<file path="src/rtl/pong_pkg.sv">
// Shared types, constants and helper functions for the pong frame-rate game sequencer.
package pong_pkg;

    typedef enum logic [2:0] {
        IDLE  = 3'd0,
        SERVE = 3'd1,
        PLAY  = 3'd2,
        POINT = 3'd3,
        OVER  = 3'd4,
        PAUSE = 3'd5
    } game_state_t;

    localparam logic [7:0] SCORE_MAX = 8'd255;
    localparam int         SPEED_W   = 3;

    // Score increment that sticks at the maximum instead of wrapping.
    function automatic logic [7:0] sat_inc_score(input logic [7:0] v);
        logic [7:0] r;
        if (v == SCORE_MAX) begin
            r = v;
        end else begin
            r = v + 8'd1;
        end
        return r;
    endfunction

    // Speed increment that saturates at the configured ceiling.
    function automatic logic [SPEED_W-1:0] sat_inc_speed(input logic [SPEED_W-1:0] v,
                                                         input logic [SPEED_W-1:0] vmax);
        logic [SPEED_W-1:0] r;
        if (v >= vmax) begin
            r = v;
        end else begin
            r = v + 3'd1;
        end
        return r;
    endfunction

    // Ball datapath control decoded from a state: {load, run}.
    function automatic logic [1:0] ball_ctrl(input game_state_t s);
        logic [1:0] r;
        case (s)
            IDLE, SERVE, OVER: r = 2'b10;
            PLAY:              r = 2'b01;
            POINT, PAUSE:      r = 2'b00;
            default:           r = 2'b10;
        endcase
        return r;
    endfunction

endpackage

</file>
<file path="src/rtl/pong_game_ctrl_if.sv">
// Key/ball inputs and game-control outputs of the pong sequencer.
// master: key/ball side that drives inputs; slave: the sequencer.
interface pong_game_ctrl_if;
    logic       start;
    logic       pause;
    logic [9:0] BallX;
    logic [9:0] BallS;
    logic       paddle_hit;
    logic       ball_load;
    logic       ball_run;
    logic       serve_dir;
    logic [2:0] speed;
    logic [7:0] score;
    logic [1:0] lives;
    logic [2:0] game_state;

    modport master (
        output start, pause, BallX, BallS, paddle_hit,
        input  ball_load, ball_run, serve_dir, speed, score, lives, game_state
    );

    modport slave (
        input  start, pause, BallX, BallS, paddle_hit,
        output ball_load, ball_run, serve_dir, speed, score, lives, game_state
    );
endinterface

</file>
<file path="src/rtl/pong_game_ctrl_key_edge_det.sv">
// Rising-edge detector for a level key sampled once per frame.
// History resets to 1 so a key held through reset does not fire.
module key_edge_det (
    input  logic frame_clk,
    input  logic Reset_n,
    input  logic key,
    output logic rise
);
    logic key_q_r;

    // Register the key level from the previous frame.
    always_ff @(posedge frame_clk or negedge Reset_n) begin
        if (!Reset_n) begin
            key_q_r <= 1'b1;
        end else begin
            key_q_r <= key;
        end
    end

    assign rise = key & ~key_q_r;
endmodule

</file>
<file path="src/rtl/pong_game_ctrl.sv">
// Pong frame-rate game sequencer: serve countdown, play, miss detection,
// score/speed/lives bookkeeping. One frame_clk cycle is one video frame.
// Optional pause feature is enabled by defining PONG_PAUSE_EN.
module pong_game_ctrl
    import pong_pkg::*;
#(
    parameter int SERVE_FRAMES   = 60,
    parameter int LIVES_INIT     = 3,
    parameter int HITS_PER_LEVEL = 5,
    parameter int SPEED_MAX      = 7
) (
    input logic              frame_clk,
    input logic              Reset_n,
    pong_game_ctrl_if.slave  bus
);
    localparam int                    CD_W      = (SERVE_FRAMES > 1) ? $clog2(SERVE_FRAMES) : 1;
    localparam logic [CD_W-1:0]       CD_LOAD   = CD_W'(SERVE_FRAMES - 1);
    localparam logic [CD_W-1:0]       CD_ZERO   = CD_W'(0);
    localparam logic [CD_W-1:0]       CD_ONE    = CD_W'(1);
    localparam int                    HC_W      = (HITS_PER_LEVEL > 1) ? $clog2(HITS_PER_LEVEL) : 1;
    localparam logic [HC_W-1:0]       HC_LAST   = HC_W'(HITS_PER_LEVEL - 1);
    localparam logic [HC_W-1:0]       HC_ZERO   = HC_W'(0);
    localparam logic [HC_W-1:0]       HC_ONE    = HC_W'(1);
    localparam logic [1:0]            LIVES_RST = 2'(LIVES_INIT);
    localparam logic [SPEED_W-1:0]    SPEED_TOP = SPEED_W'(SPEED_MAX);

    game_state_t        state_r,     state_next_s;
    logic [CD_W-1:0]    countdown_r, countdown_next_s;
    logic [HC_W-1:0]    hit_cnt_r,   hit_cnt_next_s;
    logic [7:0]         score_r,     score_next_s;
    logic [1:0]         lives_r,     lives_next_s;
    logic [SPEED_W-1:0] speed_r,     speed_next_s;
    logic               serve_dir_r, serve_dir_next_s;
    logic               ball_load_r, ball_load_next_s;
    logic               ball_run_r,  ball_run_next_s;
    logic               start_rise_s;
    logic               pause_rise_s;
    logic               miss_s;

    key_edge_det u_start_edge (
        .frame_clk (frame_clk),
        .Reset_n   (Reset_n),
        .key       (bus.start),
        .rise      (start_rise_s)
    );

`ifdef PONG_PAUSE_EN
    key_edge_det u_pause_edge (
        .frame_clk (frame_clk),
        .Reset_n   (Reset_n),
        .key       (bus.pause),
        .rise      (pause_rise_s)
    );
`else
    assign pause_rise_s = 1'b0;
`endif

    // Ball has reached the left wall when its left edge is at or past x=0.
    assign miss_s = (bus.BallX <= bus.BallS);

    // Next-state and next-counter logic; ball controls decoded from the next state
    // so they are registered alongside it.
    always_comb begin
        state_next_s     = state_r;
        countdown_next_s = countdown_r;
        hit_cnt_next_s   = hit_cnt_r;
        score_next_s     = score_r;
        lives_next_s     = lives_r;
        speed_next_s     = speed_r;
        serve_dir_next_s = serve_dir_r;

        case (state_r)
            IDLE, OVER: begin
                if (state_r == OVER) begin
                    lives_next_s = 2'd0;
                end else begin
                    lives_next_s = lives_r;
                end
                if (start_rise_s) begin
                    state_next_s     = SERVE;
                    countdown_next_s = CD_LOAD;
                    score_next_s     = 8'd0;
                    lives_next_s     = LIVES_RST;
                    speed_next_s     = 3'd1;
                    hit_cnt_next_s   = HC_ZERO;
                end else begin
                    state_next_s     = state_r;
                end
            end
            SERVE: begin
                if (countdown_r == CD_ZERO) begin
                    state_next_s     = PLAY;
                end else begin
                    countdown_next_s = countdown_r - CD_ONE;
                end
            end
            PLAY: begin
                if (pause_rise_s) begin
                    state_next_s = PAUSE;
                end else begin
                    // A hit in the same frame as a miss still scores.
                    if (bus.paddle_hit) begin
                        score_next_s = sat_inc_score(score_r);
                        if (hit_cnt_r == HC_LAST) begin
                            hit_cnt_next_s = HC_ZERO;
                            speed_next_s   = sat_inc_speed(speed_r, SPEED_TOP);
                        end else begin
                            hit_cnt_next_s = hit_cnt_r + HC_ONE;
                        end
                    end else begin
                        score_next_s = score_r;
                    end
                    if (miss_s) begin
                        state_next_s = POINT;
                    end else begin
                        state_next_s = PLAY;
                    end
                end
            end
            POINT: begin
                lives_next_s     = lives_r - 2'd1;
                serve_dir_next_s = ~serve_dir_r;
                speed_next_s     = 3'd1;
                hit_cnt_next_s   = HC_ZERO;
                if (lives_r == 2'd1) begin
                    state_next_s     = OVER;
                end else begin
                    state_next_s     = SERVE;
                    countdown_next_s = CD_LOAD;
                end
            end
            PAUSE: begin
                if (pause_rise_s) begin
                    state_next_s = PLAY;
                end else begin
                    state_next_s = PAUSE;
                end
            end
            default: begin
                state_next_s = IDLE;
            end
        endcase

        {ball_load_next_s, ball_run_next_s} = ball_ctrl(state_next_s);
    end

    // State and game-counter registers.
    always_ff @(posedge frame_clk or negedge Reset_n) begin
        if (!Reset_n) begin
            state_r     <= IDLE;
            countdown_r <= CD_ZERO;
            hit_cnt_r   <= HC_ZERO;
            score_r     <= 8'd0;
            lives_r     <= LIVES_RST;
            speed_r     <= 3'd1;
            serve_dir_r <= 1'b0;
            ball_load_r <= 1'b1;
            ball_run_r  <= 1'b0;
        end else begin
            state_r     <= state_next_s;
            countdown_r <= countdown_next_s;
            hit_cnt_r   <= hit_cnt_next_s;
            score_r     <= score_next_s;
            lives_r     <= lives_next_s;
            speed_r     <= speed_next_s;
            serve_dir_r <= serve_dir_next_s;
            ball_load_r <= ball_load_next_s;
            ball_run_r  <= ball_run_next_s;
        end
    end

    assign bus.ball_load  = ball_load_r;
    assign bus.ball_run   = ball_run_r;
    assign bus.serve_dir  = serve_dir_r;
    assign bus.speed      = speed_r;
    assign bus.score      = score_r;
    assign bus.lives      = lives_r;
    assign bus.game_state = state_r;
endmodule

</file>
<file path="src/flat_wrapper.sv">
// flat-port wrapper written by rule: the top's interface ports become plain ports
module pong_game_ctrl_flat import pong_pkg::*;
#(
    parameter int SERVE_FRAMES   = 60,
    parameter int LIVES_INIT     = 3,
    parameter int HITS_PER_LEVEL = 5,
    parameter int SPEED_MAX      = 7
)
  (frame_clk, Reset_n, bus_start, bus_pause, bus_BallX, bus_BallS, bus_paddle_hit, bus_ball_load, bus_ball_run, bus_serve_dir, bus_speed, bus_score, bus_lives, bus_game_state);
  pong_game_ctrl_if bus_i ();
  input logic frame_clk;
  input logic Reset_n;
  input wire logic [$bits(bus_i.start)-1:0] bus_start;
  input wire logic [$bits(bus_i.pause)-1:0] bus_pause;
  input wire logic [$bits(bus_i.BallX)-1:0] bus_BallX;
  input wire logic [$bits(bus_i.BallS)-1:0] bus_BallS;
  input wire logic [$bits(bus_i.paddle_hit)-1:0] bus_paddle_hit;
  output wire logic [$bits(bus_i.ball_load)-1:0] bus_ball_load;
  output wire logic [$bits(bus_i.ball_run)-1:0] bus_ball_run;
  output wire logic [$bits(bus_i.serve_dir)-1:0] bus_serve_dir;
  output wire logic [$bits(bus_i.speed)-1:0] bus_speed;
  output wire logic [$bits(bus_i.score)-1:0] bus_score;
  output wire logic [$bits(bus_i.lives)-1:0] bus_lives;
  output wire logic [$bits(bus_i.game_state)-1:0] bus_game_state;
  assign bus_i.start = bus_start;
  assign bus_i.pause = bus_pause;
  assign bus_i.BallX = bus_BallX;
  assign bus_i.BallS = bus_BallS;
  assign bus_i.paddle_hit = bus_paddle_hit;
  assign bus_ball_load = bus_i.ball_load;
  assign bus_ball_run = bus_i.ball_run;
  assign bus_serve_dir = bus_i.serve_dir;
  assign bus_speed = bus_i.speed;
  assign bus_score = bus_i.score;
  assign bus_lives = bus_i.lives;
  assign bus_game_state = bus_i.game_state;
  pong_game_ctrl #(.SERVE_FRAMES(SERVE_FRAMES), .LIVES_INIT(LIVES_INIT), .HITS_PER_LEVEL(HITS_PER_LEVEL), .SPEED_MAX(SPEED_MAX)) u_core (.frame_clk(frame_clk), .Reset_n(Reset_n), .bus(bus_i));
endmodule
</file>
<file path="config.mk">
export PLATFORM = sky130hd
export DESIGN_NAME = pong_game_ctrl_flat
export DESIGN_NICKNAME = d
export VERILOG_FILES = /design/src/rtl/pong_pkg.sv /design/src/rtl/pong_game_ctrl_if.sv /design/src/rtl/pong_game_ctrl_key_edge_det.sv /design/src/rtl/pong_game_ctrl.sv /design/src/flat_wrapper.sv
export SDC_FILE = /design/constraint.sdc
export NUM_CORES = 1
export LEC_CHECK = 0
export ABC_AREA = 0
export CAP_MARGIN = 20
export CORE_MARGIN = 8
export CORE_UTILIZATION = 44
export CTS_CLUSTER_SIZE = 40
export DETAILED_ROUTE_END_ITERATION = 10
export PLACE_DENSITY = 0.75
export SLEW_MARGIN = 20
export SYNTH_ARGS = -nofsm -noshare
export SYNTH_HDL_FRONTEND = slang
export SYNTH_SLANG_ARGS = --single-unit
</file>
<file path="constraint.sdc">
create_clock -name frame_clk -period 1.7 [get_ports frame_clk]
set_clock_uncertainty 0.15 [all_clocks]
set_input_delay 0.34 -clock frame_clk [delete_from_list [all_inputs] [get_ports frame_clk]]
set_output_delay 0.34 -clock frame_clk [all_outputs]
set_load 0.01 [all_outputs]
</file>
After elaboration in Yosys (flattened, before gate mapping)
Index checks and enable logic that the tools add are counted.
- bits in registers: 29
- output and inout port bits: 19
- word-level logic and storage cells: 78
- add/sub/neg operators: 5
- $lt $le $gt $ge: 2
- equal/unequal tests: 19
- multiplexer cells: 26
- bitwise operators: 3
- reduce and logical (&&, ||, !) cells: 13
- operator list (operator ; count):
    3-bit 2-to-1 mux ; 10
    8-bit 2-to-1 mux ; 3
    6-bit 2-to-1 mux ; 3
    3-bit case mux with 3 select lines ; 2
    6-bit case mux with 3 select lines ; 1
    8-bit case mux with 2 select lines ; 1
    3-bit case mux with 5 select lines ; 1
    3-bit by 2-bit == test with 1-bit output (second input constant) ; 4
    3-bit == test (second input constant) ; 4
    10-bit <= comparator ; 1
    2-bit inequality test (second input constant) ; 5
    8-bit by 1-bit adder with 8-bit output (second input constant) ; 1
    8-bit == test (second input constant) ; 1
    2-bit case mux with 2 select lines ; 2
    4-bit AND reduction ; 2
    3-bit by 1-bit adder with 3-bit output (second input constant) ; 2
    6-bit logical NOT ; 1
    3-bit nonzero test ; 2
    6-bit by 1-bit subtractor with 6-bit output (second input constant) ; 1
    5-bit AND reduction ; 1
    2-bit 2-to-1 mux ; 2
    2-bit by 1-bit inequality test with 1-bit output (second input constant) ; 2
    2-bit nonzero test ; 2
    2-bit OR reduction ; 2
    other kinds (11) ; 12

Logic depth before layout (Yosys ltp)
- depth after elaboration: 7
- gate-level depth with buffers: 7
- mapped depth without buffers: 7

By module
A second synthesis with hierarchy kept.
- cell total of the unflattened synthesis: 187
- area, all modules: 1805.5 um^2
- by module, submodules not included (module ; times used ; cells an instance ; area an instance (um^2) ; sequential area each (um^2)):
    pong_game_ctrl ; 1 ; 185 ; 1765.4 ; 705.7
    key_edge_det ; 1 ; 2 ; 40.0 ; 26.3

Worst setup path after synthesis
No wires, ideal clock.
- kind: register to register
- start point: register u_core.state_r[2] (netlist: u_core.bus.game_state[2])
- end point: register u_core.score_r[3] (netlist: u_core.bus.score[3])
- library setup time: 152 ps
- data arrival time: 1626 ps
- slack: -228 ps
- cell stages (with the launch flop): 7
- buffers on the path: 1
- clock period less this slack: 1928 ps
- path through: dfrtp_1 or3b_1 buf_2 or3_4 nand3b_2 xor2_1 nor2_1
- longest elaborated chain between the ends: 4
- ends and longest elaborated chain (what ; RTL line ; RTL):
    start: declaration ; pong_game_ctrl.sv:27 ; game_state_t state_r, state_next_s;
    start signal: assignment ; pong_game_ctrl.sv:160 ; state_r <= state_next_s;
    3-bit == test / 3-bit logical NOT (equally long branches) ; pong_game_ctrl.sv:72 ; case (state_r)
    2-bit OR reduction ; pong_game_ctrl.sv:72 ;
    2-bit by 1-bit inequality test with 1-bit output (no source line) / 2-bit nonzero test (equally long branches) ; -- ;
    4-bit AND reduction (no source line) ; -- ;
    end signal: assignment ; pong_game_ctrl.sv:163 ; score_r <= score_next_s;
    end: declaration ; pong_game_ctrl.sv:30 ; logic [7:0] score_r, score_next_s;
Parallel ways exist; a longest one is shown, timed or not.
A chain may end at the register's enable or synchronous reset.

Worst setup path after layout
- start point: register u_core.state_r[0] (netlist: u_core.bus.game_state[0])
- end point: register u_core.score_r[3] (netlist: u_core.bus.score[3])
Same word-level chain as after synthesis.

==> metrics.cfg <==
[global_routing]
grt_pass1_vias=1793
grt.total_usage_pct=16.16
grt.overflow.total=0
grt_antenna_before_repair=0
grt_pass1_wl_um=8045
grt_max_degree=30

[status]
violations=setup timing
status=complete, but fails checks

[power]
intPower_mw=1.068
power_mw=1.423
p_per_area_nw_per_um2=487.6
power_frac_seq_pct=48.9
p_sw_mw=0.3553
vdd_ir_drop_max_v=0.0004715
combPwrFrac_pct=11.9
leakage_nw=1.400
pwr-share-clk_pct=39.2
swShare_pct=24.97

[routing]
drt_iter0_markers=99
route.detailed.drc=0
dr.pass1.iters=4
routed_wl_um=5121
drtAntennaViolNets=0
vias_per_cell=5.261
wl_per_cell_um=15.20
dr_total_vias=1773

[floorplanning]
start_util_pct=45.22
core-area_sq_um=3943
dieArea_sq_um=6345
dieWidth_um=79.66
fp-row-count=23
io_pins=44
die-height_um=79.66

[clock_network]
cts-htree-levels=2
cts_made_buffers=5
tritoncts=built
cts_hold_buf=0
clock_latency_ns=0.29
clock_sinks=29
clock_path_buffers=2
clock-root-buffer=clkbuf_8
cts.clk_slew.worst_paths_ns=0.07

[yosys]
synth_common_cells=26 x nand2_1, 24 x dfrtp_1, 18 x ha_1, 18 x inv_1
ys_types=41
synth_edf_count=0
synth.avg_cell_area_sq_um=8.960
synth_area_leaders=dfrtp_1 34%, ha_1 13%, dfstp_2 7.4%
async_flop_share_pct=100.0
yosys_most_used_dff=dfrtp_1
synthesis.area_sq_um=1783
yosysMostFrequentCell=nand2_1
ys_warn_count=0
syn_inst=199
synth_seq_cells=29
synth_fp_nets=242
synth_top_area_cell=dfrtp_1
yosysSeqAreaShare_pct=41.05
synth_top_area_share_pct=33.68

[critical_path]
critPathKind=flip-flop to flip-flop
cp.required_ns=1.73
critPathMaxFanout=5
crit_arrival_ns=1.93
critPathCaptureType=flip-flop
cp-start-kind=flip-flop

[timing]
drv_slew=0
max_freq_ghz=0.5261
worst_pin_slew_ns=0.4029
rsz0062_at_grt=true
layout_worst_path_cycle_share_pct=111.8
setup_ws_ns=-0.2007
final-hold-violation-count=0
period_minus_slack_ns=1.901
setup_viol_count_final=18
fin_tns_setup_ns=-2.550
slew_headroom_pct=72.85

[finish]
syn_to_final_growth_pct=63.72
fillers=269
fin_area_sq_um=2919
final_layout_size_suffix_gt1_share_pct=37.28
fin_nets=329
n_antenna_cell=0

[min_path]
hold_class=input pin to asynchronous set/reset pin

[placement]
dp_hpwl_um=3416
gp_congestion=0.9036
dp_slack_ns=-0.5446
io_buffers=42
placed_area_sq_um=2544

[run]
cap_viol_max_count=0

[repair_timing]
| item | 4_1_cts | 5_1_grt |
|---|---|---|
| buffers inserted | 6 | 6 |
| setup endpoints to repair | 39 | 25 |
| pin swaps | 25 | 12 |
| resized for setup | 91 | 16 |
| hold endpoints to repair | 0 | 0 |
[registers in the layout, summed over array words and instances (netlist names)]
register,flops
u_core.countdown_r,6
u_core.bus.lives,2
u_core.u_start_edge.key_q_r,1
u_core.bus.ball_load,1
u_core.bus.ball_run,1
u_core.bus.serve_dir,1
u_core.bus.game_state,3
u_core.bus.speed,3
u_core.bus.score,8
u_core.hit_cnt_r,3
[layout by cell type (no fill, tap or decap), types with 4 or more instances in the layout]
cell             instances
buf_4                   36
dlygate4sd2_1           31
nand2_1                 23
dfrtp_1                 23
a21oi_1                 11
nor2_1                  11
ha_1                    11
inv_1                   10
inv_2                    8
o21ai_1                  7
xor2_1                   6
ha_4                     6
o21ai_0                  5
nand3_1                  5
nand3_2                  5
clkbuf_8                 5
clkdlybuf4s15_1          5
buf_6                    5
dfstp_2                  5
nor3_1                   4
clkdlybuf4s50_1          4
[power groups by stage]
stage / combinational [mW] / sequential, mW / clock, mW
floorplan: 0.0495 / 0.708 / 0
global placement: 0.143 / 0.708 / 0
detailed placement: 0.148 / 0.708 / 0
CTS: 0.163 / 0.697 / 0.555
global route: 0.188 / 0.696 / 0.605
finish: 0.169 / 0.697 / 0.557
[path summary, 6_finish.rpt]
check                      slack [ns]                          end  depth (start not counted)                startpoint
max in group asynchronous        0.90          u_core.bus.speed[0]                          2                   Reset_n
max reg2reg                     -0.20          u_core.bus.score[3]                          6  u_core.bus.game_state[0]
min reg2reg                      0.33         u_core.bus.serve_dir                          1      u_core.bus.serve_dir
min                              0.26          u_core.bus.score[3]                          2                   Reset_n
min in group frame_clk           0.30  u_core.u_start_edge.key_q_r                          2                 bus_start
max                             -0.20          u_core.bus.score[3]                          6  u_core.bus.game_state[0]
[final cells by class]
class                   count  area (sq um)  area share, %
repair buffers             84         733.2          25.12
inverters                  18         67.56          2.315
clock inverters             2         10.01         0.3429
well taps                  50         62.56          2.143
flip-flops and latches     29         733.2          25.12
clock buffers               6         72.57          2.486
multi-input cells         148          1240          42.48
[logic make-up after synthesis]
logic type	Yosys count	share of synthesized area (%)
XOR/XNOR	9	4.421
buffers and inverters	22	4.772
flip-flops	29	41.05
AND/OR/NAND/NOR	80	23.02
adder cells (fa/ha/maj)	18	12.63
AO/OA/AOI/OAI	41	14.11
[metal layers]
metal / vias to the layer above / track usage [%] / part of all wire [%]
li1: 867 / - / -
met1: 847 / 16.73 / 40
met2: 45 / 29.26 / 53
met3: 14 / 5.293 / 5.0
met4: 0 / 6.296 / 2.8
met5: - / 0 / 0
[metrics by stage]
step | std cells | util (%) | hold slack [ns]
after global placement | 320 | 64.52 | 0.3044
after global routing | 337 | 74.04 | 0.2788
final | 337 | 74.04 | 0.2617
after floorplan | 199 | - | -0.1056
after CTS | 333 | 72.01 | 0.2688
after detailed placement | 320 | 64.52 | 0.3161
[worst max-delay path, stage by stage (launching register included)]
cell	delay (ns)
dfrtp_1	0.41
or3b_4	0.40
or3_4	0.46
nand3b_4	0.11
buf_6	0.10
xor2_1	0.13
nor2_1	0.05
No activity file was read; power rests on OpenSTA's default activity.
